`src/rtl/multichannel_sample_window.sv`:
```
// Per-channel circular sample history with saturating fill count and running
// window sum. One write per cycle, one clear per cycle, and a registered
// random-access read port that observes state from before same-cycle updates.
module multichannel_sample_window #(
    parameter int unsigned NUM_CHANNELS = 7,
    parameter int unsigned SAMPLE_WIDTH = 8,
    parameter int unsigned DEPTH        = 10,
    localparam int unsigned CH_W  = (NUM_CHANNELS > 1) ? $clog2(NUM_CHANNELS) : 1,
    localparam int unsigned TAP_W = $clog2(DEPTH),
    localparam int unsigned CNT_W = $clog2(DEPTH + 1),
    localparam int unsigned SUM_W = SAMPLE_WIDTH + CNT_W
) (
    input  logic                    clk,
    input  logic                    reset,
    input  logic                    wr_en,
    input  logic [CH_W-1:0]         wr_channel,
    input  logic [SAMPLE_WIDTH-1:0] wr_data,
    output logic                    wr_err,
    input  logic                    clr_en,
    input  logic [CH_W-1:0]         clr_channel,
    input  logic                    rd_en,
    input  logic [CH_W-1:0]         rd_channel,
    input  logic [TAP_W-1:0]        rd_tap,
    output logic                    rd_valid,
    output logic [SAMPLE_WIDTH-1:0] rd_data,
    output logic [CNT_W-1:0]        rd_count,
    output logic [SUM_W-1:0]        rd_sum,
    output logic                    rd_err
);

    // Channel count at one extra bit so the range check works for any NUM_CHANNELS.
    localparam logic [CH_W:0] NUM_CH_L = (CH_W + 1)'(NUM_CHANNELS);
    localparam int unsigned   ADDR_W   = TAP_W + 1;

    logic [TAP_W-1:0]        wptr_q  [NUM_CHANNELS];
    logic [CNT_W-1:0]        count_q [NUM_CHANNELS];
    logic [SUM_W-1:0]        sum_q   [NUM_CHANNELS];
    logic [SAMPLE_WIDTH-1:0] mem     [NUM_CHANNELS][DEPTH];

    logic                    wr_ok;
    logic                    clr_ok;
    logic                    same_clr;
    logic [CH_W-1:0]         wr_idx;
    logic [TAP_W-1:0]        base_wptr;
    logic [CNT_W-1:0]        base_count;
    logic [SUM_W-1:0]        base_sum;
    logic [SAMPLE_WIDTH-1:0] evicted;
    logic [TAP_W-1:0]        next_wptr;
    logic [CNT_W-1:0]        next_count;
    logic [SUM_W-1:0]        next_sum;

    logic                    rd_ch_ok;
    logic                    tap_ok;
    logic [CH_W-1:0]         rd_idx;
    logic [CNT_W-1:0]        rd_cnt_cur;
    logic [SUM_W-1:0]        rd_sum_cur;
    logic [TAP_W-1:0]        tap_eff;
    logic [ADDR_W-1:0]       addr_ext;
    logic [TAP_W-1:0]        rd_addr;

    // Write-side next state; a same-channel clear zeroes the base before the write applies.
    always_comb begin
        wr_ok      = wr_en && ({1'b0, wr_channel} < NUM_CH_L);
        clr_ok     = clr_en && ({1'b0, clr_channel} < NUM_CH_L);
        same_clr   = clr_ok && (clr_channel == wr_channel);
        wr_idx     = wr_ok ? wr_channel : '0;
        base_wptr  = same_clr ? '0 : wptr_q[wr_idx];
        base_count = same_clr ? '0 : count_q[wr_idx];
        base_sum   = same_clr ? '0 : sum_q[wr_idx];
        evicted    = mem[wr_idx][base_wptr];
        next_wptr  = (base_wptr == TAP_W'(DEPTH - 1)) ? '0 : base_wptr + TAP_W'(1);
        next_count = base_count;
        next_sum   = base_sum;
        if (base_count < CNT_W'(DEPTH)) begin
            next_count = base_count + CNT_W'(1);
            next_sum   = base_sum + SUM_W'(wr_data);
        end else begin
            next_sum   = base_sum + SUM_W'(wr_data) - SUM_W'(evicted);
        end
    end

    // Read-side address: (wptr - 1 - tap) mod DEPTH, computed without going negative.
    always_comb begin
        rd_ch_ok   = {1'b0, rd_channel} < NUM_CH_L;
        rd_idx     = rd_ch_ok ? rd_channel : '0;
        rd_cnt_cur = count_q[rd_idx];
        rd_sum_cur = sum_q[rd_idx];
        tap_ok     = rd_ch_ok && (32'(rd_tap) < 32'(rd_cnt_cur)) && (32'(rd_tap) < DEPTH);
        tap_eff    = tap_ok ? rd_tap : '0;
        addr_ext   = ADDR_W'(wptr_q[rd_idx]) + ADDR_W'(DEPTH - 1) - ADDR_W'(tap_eff);
        if (addr_ext >= ADDR_W'(DEPTH)) begin
            addr_ext = addr_ext - ADDR_W'(DEPTH);
        end
        rd_addr    = TAP_W'(addr_ext);
    end

    // Per-channel pointer, fill count and window sum.
    always_ff @(posedge clk) begin
        if (reset) begin
            for (int c = 0; c < int'(NUM_CHANNELS); c++) begin
                wptr_q[c]  <= '0;
                count_q[c] <= '0;
                sum_q[c]   <= '0;
            end
        end else begin
            for (int c = 0; c < int'(NUM_CHANNELS); c++) begin
                if (clr_ok && (clr_channel == CH_W'(c))) begin
                    wptr_q[c]  <= '0;
                    count_q[c] <= '0;
                    sum_q[c]   <= '0;
                end
                if (wr_ok && (wr_channel == CH_W'(c))) begin
                    wptr_q[c]  <= next_wptr;
                    count_q[c] <= next_count;
                    sum_q[c]   <= next_sum;
                end
            end
        end
    end

    // Sample storage, intentionally not reset.
    always_ff @(posedge clk) begin
        if (wr_ok) begin
            mem[wr_idx][base_wptr] <= wr_data;
        end
    end

    // Out-of-range write flag, one cycle after the offending strobe.
    always_ff @(posedge clk) begin
        if (reset) begin
            wr_err <= 1'b0;
        end else begin
            wr_err <= wr_en && !wr_ch_in_range(wr_channel);
        end
    end

    function automatic logic wr_ch_in_range(input logic [CH_W-1:0] ch);
        return {1'b0, ch} < NUM_CH_L;
    endfunction

    // Registered read response; data/count/sum hold when no read is issued.
    always_ff @(posedge clk) begin
        if (reset) begin
            rd_valid <= 1'b0;
            rd_err   <= 1'b0;
            rd_data  <= '0;
            rd_count <= '0;
            rd_sum   <= '0;
        end else if (rd_en) begin
            rd_valid <= 1'b1;
            rd_err   <= !tap_ok;
            rd_data  <= tap_ok ? mem[rd_idx][rd_addr] : '0;
            rd_count <= rd_ch_ok ? rd_cnt_cur : '0;
            rd_sum   <= rd_ch_ok ? rd_sum_cur : '0;
        end else begin
            rd_valid <= 1'b0;
            rd_err   <= 1'b0;
        end
    end

endmodule

```
`config.mk`:
```
export PLATFORM = sky130hd
export DESIGN_NAME = multichannel_sample_window
export DESIGN_NICKNAME = d
export VERILOG_FILES = /design/src/rtl/multichannel_sample_window.sv
export SDC_FILE = /design/constraint.sdc
export NUM_CORES = 1
export LEC_CHECK = 0
export BUFFER_PORTS_ARGS = -buffer_cell sky130_fd_sc_hd__buf_4
export CORE_MARGIN = 2
export CORE_UTILIZATION = 45
export DETAILED_ROUTE_END_ITERATION = 16
export SLEW_MARGIN = 10
export SYNTH_ARGS = -nofsm -noshare
export SYNTH_HDL_FRONTEND = slang
export SYNTH_SLANG_ARGS = --single-unit
```
`constraint.sdc`:
```
create_clock -name clk -period 8.5 [get_ports clk]
set_input_delay 2.55 -clock clk [delete_from_list [all_inputs] [get_ports clk]]
set_output_delay 2.55 -clock clk [all_outputs]
set_load 0.05 [all_outputs]
```
==> results.cfg, run 1 <==
[layout]
nNetsFinal = 2895
area_growth_pct = 14.0
layout_commonest_cell = edfxtp_1
drive_gt1_share_pct = 19.9
final_cell_area_mm2 = 0.0403
layout_common_cells = edfxtp_1 (700), o22ai_1 (341), nor2_1 (280), buf_4 (215), nand2_1 (160)
finish.utilization_pct = 51.9
instances_no_fill = 3940

[global_routing]
gr-total-overflow = 0
use_met2_pct = 48.8
busiest_layer = met2
grt_use_total_pct = 32.4
grt_util_met3_pct = 9.14
grt_antenna_before_repair = 4
grt_max_degree = 74
grt_pass1_vias = 26500
grt_pass1_wl_um = 190000
use_met1_pct = 44.1

[route]
vias = 27400
drt-total-wl_um = 134000
wl_per_cell_um = 34.0
ant_nets = 0
drcViolationCount = 0
drtIter0Drc = 4122
drtPass1Iterations = 6
viasPerCell = 6.96

[clocking]
clockRootBuffer = clkbuf_16
post_cts_buffers = 0
cts_buffers = 81
cts_tree = yes
cts_sinks = 727
ctsResizeCount = 0
cts_hold_buf = 0
max-clock-path-buffers = 3
cts.clk_slew.worst_paths_ns = 0.06
h-tree-depth = 3
clk_latency_ns = 0.66

[yosys]
synth_area_per_cell_um2 = 12.9
yosysSeqAreaShare_pct = 61.1
syn-num-nets = 2804
syn_inst = 2747
ys.flop_type = edfxtp_1
synthArstFlopShare_pct = 0
synth_edf_count = 700
netlist_area_mm2 = 0.0353
yosysWarnings = 0
ys_ff_latch = 727
synth_cell_types = 94

[setup_path]
crit_path_max_fanout = 50
cp.required_ns = 9.02
critPathKind = in -> reg
max_stage_delay_ns = 0.59
crit_path_end_kind = register
cp-start-kind = input pin
slowest_stage = buf_4
crit_arrival_ns = 8.35
path_cells = buf_4 -> buf_4 -> nand2_1 -> o221ai_1 -> ha_1 -> o211ai_1 -> a31oi_1 -> a2111oi_2 -> buf_4 -> nand2_1 -> ha_4 -> ha_1 -> fa_1 -> or3b_2 -> a21o_1 -> nand4_1 -> o311a_1 -> o311a_1 -> a31o_2 -> o2111ai_1 -> a22o_1
cpMostUsedCell = buf_4

[pwr]
p_leak_nw = 13.4
ir_drop_mv = 0.137
power.total_mw = 9.33
power.density_mw_per_mm2 = 232

[hold_path]
hold_path_class = reg -> reg

[sta]
drv_slew = 0
fin_crit_ns = 7.82
maxSlewHeadroom_pct = 24.1
finalSetupViolCount = 0
fmax_mhz = 128
rsz0062_at_grt = no
worst_pin_slew_ns = 1.13
tns_ns = 0
hold_violations = 0
skew_ns = 0.0430
period_share_pct = 92.1

[floorplanning]
core_mm2 = 0.0776
die_h_um = 284
start_util_pct = 45.5
die-area_mm2 = 0.0807
chipWidth_um = 284
ios = 53
rows = 102

[run_status]
status = finished clean

[run]
maxCapViolations = 0

[place]
io_buffers = 52
place_hpwl_um = 86900
placed_cell_area_mm2 = 0.0377
gp_congestion = 0.968
dp_cells = 3795
-- cell type report --
class                           instances  area (um2)
Timing Repair Buffer                  231        1930
Multi-Input combinational cell       1776       12800
Sequential cell                       727       21600
Clock inverter                         44         369
Fill cell                            6623       37300
Clock buffer                          100        2180
Inverter                               21        78.8
Antenna cell                            1        2.50
Tap cell                             1040        1300
-- where the power goes --
group	internal (mW)	total, mW	leakage (nW)	switching, mW
clock network	1.95	3.45	1.26	1.50
logic	0.624	1.84	5.44	1.22
registers	3.99	4.04	6.72	0.0482
total	6.57	9.33	13.4	2.76
-- per-layer routing --
| metal | up-vias | share of wire [%] |
|---|---|---|
| met5 | - | 0.052 |
| met4 | 8 | 4.5 |
| met3 | 320 | 13 |
| met2 | 2026 | 44 |
| met1 | 13800 | 38 |
| li1 | 11300 | - |
-- worst max-delay path: cells and delay by family --
family / cells / cell delay (ns)
simple gates: 4 / 1.10
buf+inv: 3 / 0.95
compound gates: 10 / 2.48
fa+ha+maj: 4 / 1.23
-- cell families (layout without fill, tap and decap cells) --
group | after synthesis | in the layout | share of synthesized area (%)
buf+inv | 244 | 396 | 2.94
mux | 242 | 242 | 10.4
fa+ha+maj | 31 | 31 | 1.16
simple gates | 708 | 708 | 9.49
other cells | 0 | 1 | 0
compound gates | 775 | 775 | 14.5
xor+xnor | 20 | 20 | 0.496
flops | 727 | 727 | 61.1
-- cell usage after synthesis (60+ instances only) --
library cell	instances	area share, %
mux4_2	88	5.6
mux2i_1	60	1.7
mux2_2	89	2.8
o22ai_1	341	6.0
clkbuf_1	124	1.3
o21ai_0	93	1.3
edfxtp_1	700	60
nor4_1	62	1.1
buf_2	61	0.86
a21oi_1	107	1.5
nor2_1	281	3.0
nand2_1	162	1.7
-- stage by stage --
stage | hold slack, ns | setup WS [ns]
2_1_floorplan | 0.657 | 0.00505
3_3_place_gp | 0.429 | 0.203
3_5_place_dp | 0.430 | 0.120
4_1_cts | 0.437 | 0.774
5_1_grt | 0.454 | 0.251
6_report | 0.434 | 0.675
-- flip-flops by register name, summed over array words and instances (netlist names) --
signal and cells:
count_q 28, mem 560, rd_count 4, rd_data 8, rd_err 1, rd_sum 12, rd_valid 1, sum_q 84
wptr_q 28, wr_err 1
-- final timing paths --
check | start | endpoint | slack [ns] | cells after the start
worst min register to register | rd_sum[1] | rd_sum[1] | 0.43 | 2
worst max-delay path | rd_channel[2] | rd_data[4] | 0.68 | 21
worst max register to register | count_q[0][1] | rd_data[4] | 2.70 | 21
worst min-delay path | rd_sum[1] | rd_sum[1] | 0.43 | 2
No activity file was read; power rests on OpenSTA's default activity.
==> inputs of run 2 (changes only) <==
CTS_BUF_LIST = sky130_fd_sc_hd__clkbuf_4   (was unset)
==> run 2 against run 1 <==
- global-route usage is 0.42 points higher
- via count increased by 3.2%
- critical path depth grew 1
- cell area shrank 0.26%
- first-iteration DRC count down 4.3%
- setup slack gained 0.36 ns
- sequential power barely moved
- utilization decreased by 0.13 points
- clock-buffer cell count rose by 183
- sequential share of layout area up 0.14 points
- flip-flop and latch count did not move
- largest cell class unchanged
- highest routed layer unchanged
==> results.cfg, run 2 (synthesis results as in run 1) <==
[run_status]
status = finished clean

[sta]
skew_ns = 0.0625
drv_slew = 0
fin_crit_ns = 7.46
fin_ws_ns = 1.04
tns_ns = 0
hold_violations = 0
fmax_mhz = 134
maxSlewHeadroom_pct = 21.6
worst_pin_slew_ns = 1.17
period_share_pct = 87.8
hold_ws_ns = 0.434
finalSetupViolCount = 0
rsz0062_at_grt = no

[clocking]
clk_latency_ns = 1.07
h-tree-depth = 4
cts_sinks = 727
clockRootBuffer = clkbuf_4
cts_tree = yes
cts_buffers = 192
max-clock-path-buffers = 3
cts_hold_buf = 0
cts.clk_slew.worst_paths_ns = 0.07
post_cts_buffers = 0
ctsResizeCount = 0

[setup_path]
path_cells = buf_4 -> buf_4 -> nand2_1 -> o221ai_1 -> ha_1 -> o211ai_1 -> a31oi_1 -> a2111oi_2 -> buf_4 -> nand2_1 -> ha_4 -> ha_1 -> fa_1 -> inv_1 -> ha_1 -> a21oi_1 -> a221oi_1 -> o311a_1 -> nand2b_1 -> a21oi_1 -> nor4bb_1 -> nor2b_1
critPathKind = in -> reg
cp.required_ns = 9.42
cp-start-kind = input pin
cp.buffers_inverters = 4
crit_family = compound AO/OA/AOI/OAI gates
crit_path_end_kind = register
crit_arrival_ns = 8.38
crit_path_max_fanout = 50
max_stage_delay_ns = 0.63
rrSetupSlack_ns = 2.67
slowest_stage = o311a_1

[route]
drtPass1Iterations = 6
wl_per_cell_um = 32.6
drcViolationCount = 0
vias = 28300
viasPerCell = 6.82
ant_nets = 0
drt-total-wl_um = 135000
drtIter0Drc = 3943

[floorplanning]
die_h_um = 284
core_mm2 = 0.0776
ios = 53
start_util_pct = 45.5
chipWidth_um = 284
die-area_mm2 = 0.0807
rows = 102

[layout]
largest_reg_flops = 560
layout_commonest_cell = edfxtp_1
top_regs = mem: 560 flops, sum_q: 84 flops
drive_gt1_share_pct = 24.5
layout_common_cells = edfxtp_1 (700), o22ai_1 (341), clkbuf_4 (283), nor2_1 (280), buf_4 (215)
largest-register = mem
nNetsFinal = 3006
final_cell_area_mm2 = 0.0402
area_growth_pct = 13.7

[pwr]
power.density_mw_per_mm2 = 223
ir_drop_mv = 0.116
p_leak_nw = 13.6

[hold_path]
hold_path_class = reg -> reg

[global_routing]
grt_pass1_wl_um = 192000
grt_antenna_before_repair = 4
grt_max_degree = 74
grt_pass1_vias = 27600
grt_use_total_pct = 32.8
gr-total-overflow = 0

[place]
io_buffers = 52
placed_cell_area_mm2 = 0.0377
pre_cts_ws_ns = 0.120
place_hpwl_um = 86900
gp_congestion = 0.968

[run]
maxCapViolations = 0
-- run 2: changes by cell type in the layout (fill, tap and decap cells not counted), moves of 2 or more --
cell and change:
clkinv_8 -2, clkinv_1 +31, inv_6 -2, clkinv_4 +5, clkbuf_1 -14, inv_4 -2
clkbuf_8 -2, clkbuf_16 -84, diode_2 +3, clkbuf_4 +283, bufinv_16 -3, inv_2 +2
clkinv_2 -12
-- run 2: routing by layer --
metal | part of all wire [%] | GRT usage (%) | up-vias
met5 | 0.043 | 0.298 | -
met4 | 5.2 | 16.8 | 6
met3 | 13 | 10.2 | 406
met2 | 44 | 48.6 | 2239
met1 | 38 | 43.6 | 14000
li1 | - | - | 11600
-- run 2: metrics by stage --
stage / util, % / cells / total power, mW
4_1_cts: 51.7 / 4139 / 8.94
5_1_grt: 51.7 / 4141 / 9.27
6_report: 51.7 / 4143 / 8.96
3_5_place_dp: 48.6 / 3795 / 5.89
3_3_place_gp: 48.6 / 3795 / 5.87
2_1_floorplan: - / 2747 / 5.13
-- run 2: final cells by class --
cell class / count / area [um2]
diodes: 4 / 10.0
clock buffers: 283 / 2120
clock inverters: 61 / 315
fillers: 6784 / 37400
inverters: 21 / 78.8
multi-input cells: 1776 / 12800
flip-flops and latches: 727 / 21600
well taps: 1040 / 1300
repair buffers: 231 / 1930
-- run 2: report_power, final --
| group | leakage [nW] | switching (mW) | internal, mW |
|---|---|---|---|
| sequential | 6.72 | 0.0488 | 3.99 |
| clock | 1.45 | 1.52 | 1.56 |
| combinational | 5.44 | 1.22 | 0.624 |
-- run 2: final timing paths --
check | start | to | cells past startpoint
max | rd_channel[2] | rd_data[1] | 22
min | rd_sum[4] | rd_sum[4] | 2
max reg2reg | count_q[0][1] | rd_data[1] | 22
min reg2reg | rd_sum[4] | rd_sum[4] | 2
-- run 2: worst register-to-register path, cell delays in order (launching register included) --
cell	delay, ns
edfxtp_1	0.46
mux4_2	0.50
o22ai_1	0.14
nand2_1	0.07
o221ai_1	0.11
ha_1	0.28
o211ai_1	0.17
a31oi_1	0.07
a2111oi_2	0.40
buf_4	0.23
nand2_1	0.11
ha_4	0.17
ha_1	0.23
fa_1	0.56
inv_1	0.12
ha_1	0.23
a21oi_1	0.09
a221oi_1	0.39
o311a_1	0.63
nand2b_1	0.30
a21oi_1	0.06
nor4bb_1	0.30
nor2b_1	0.08
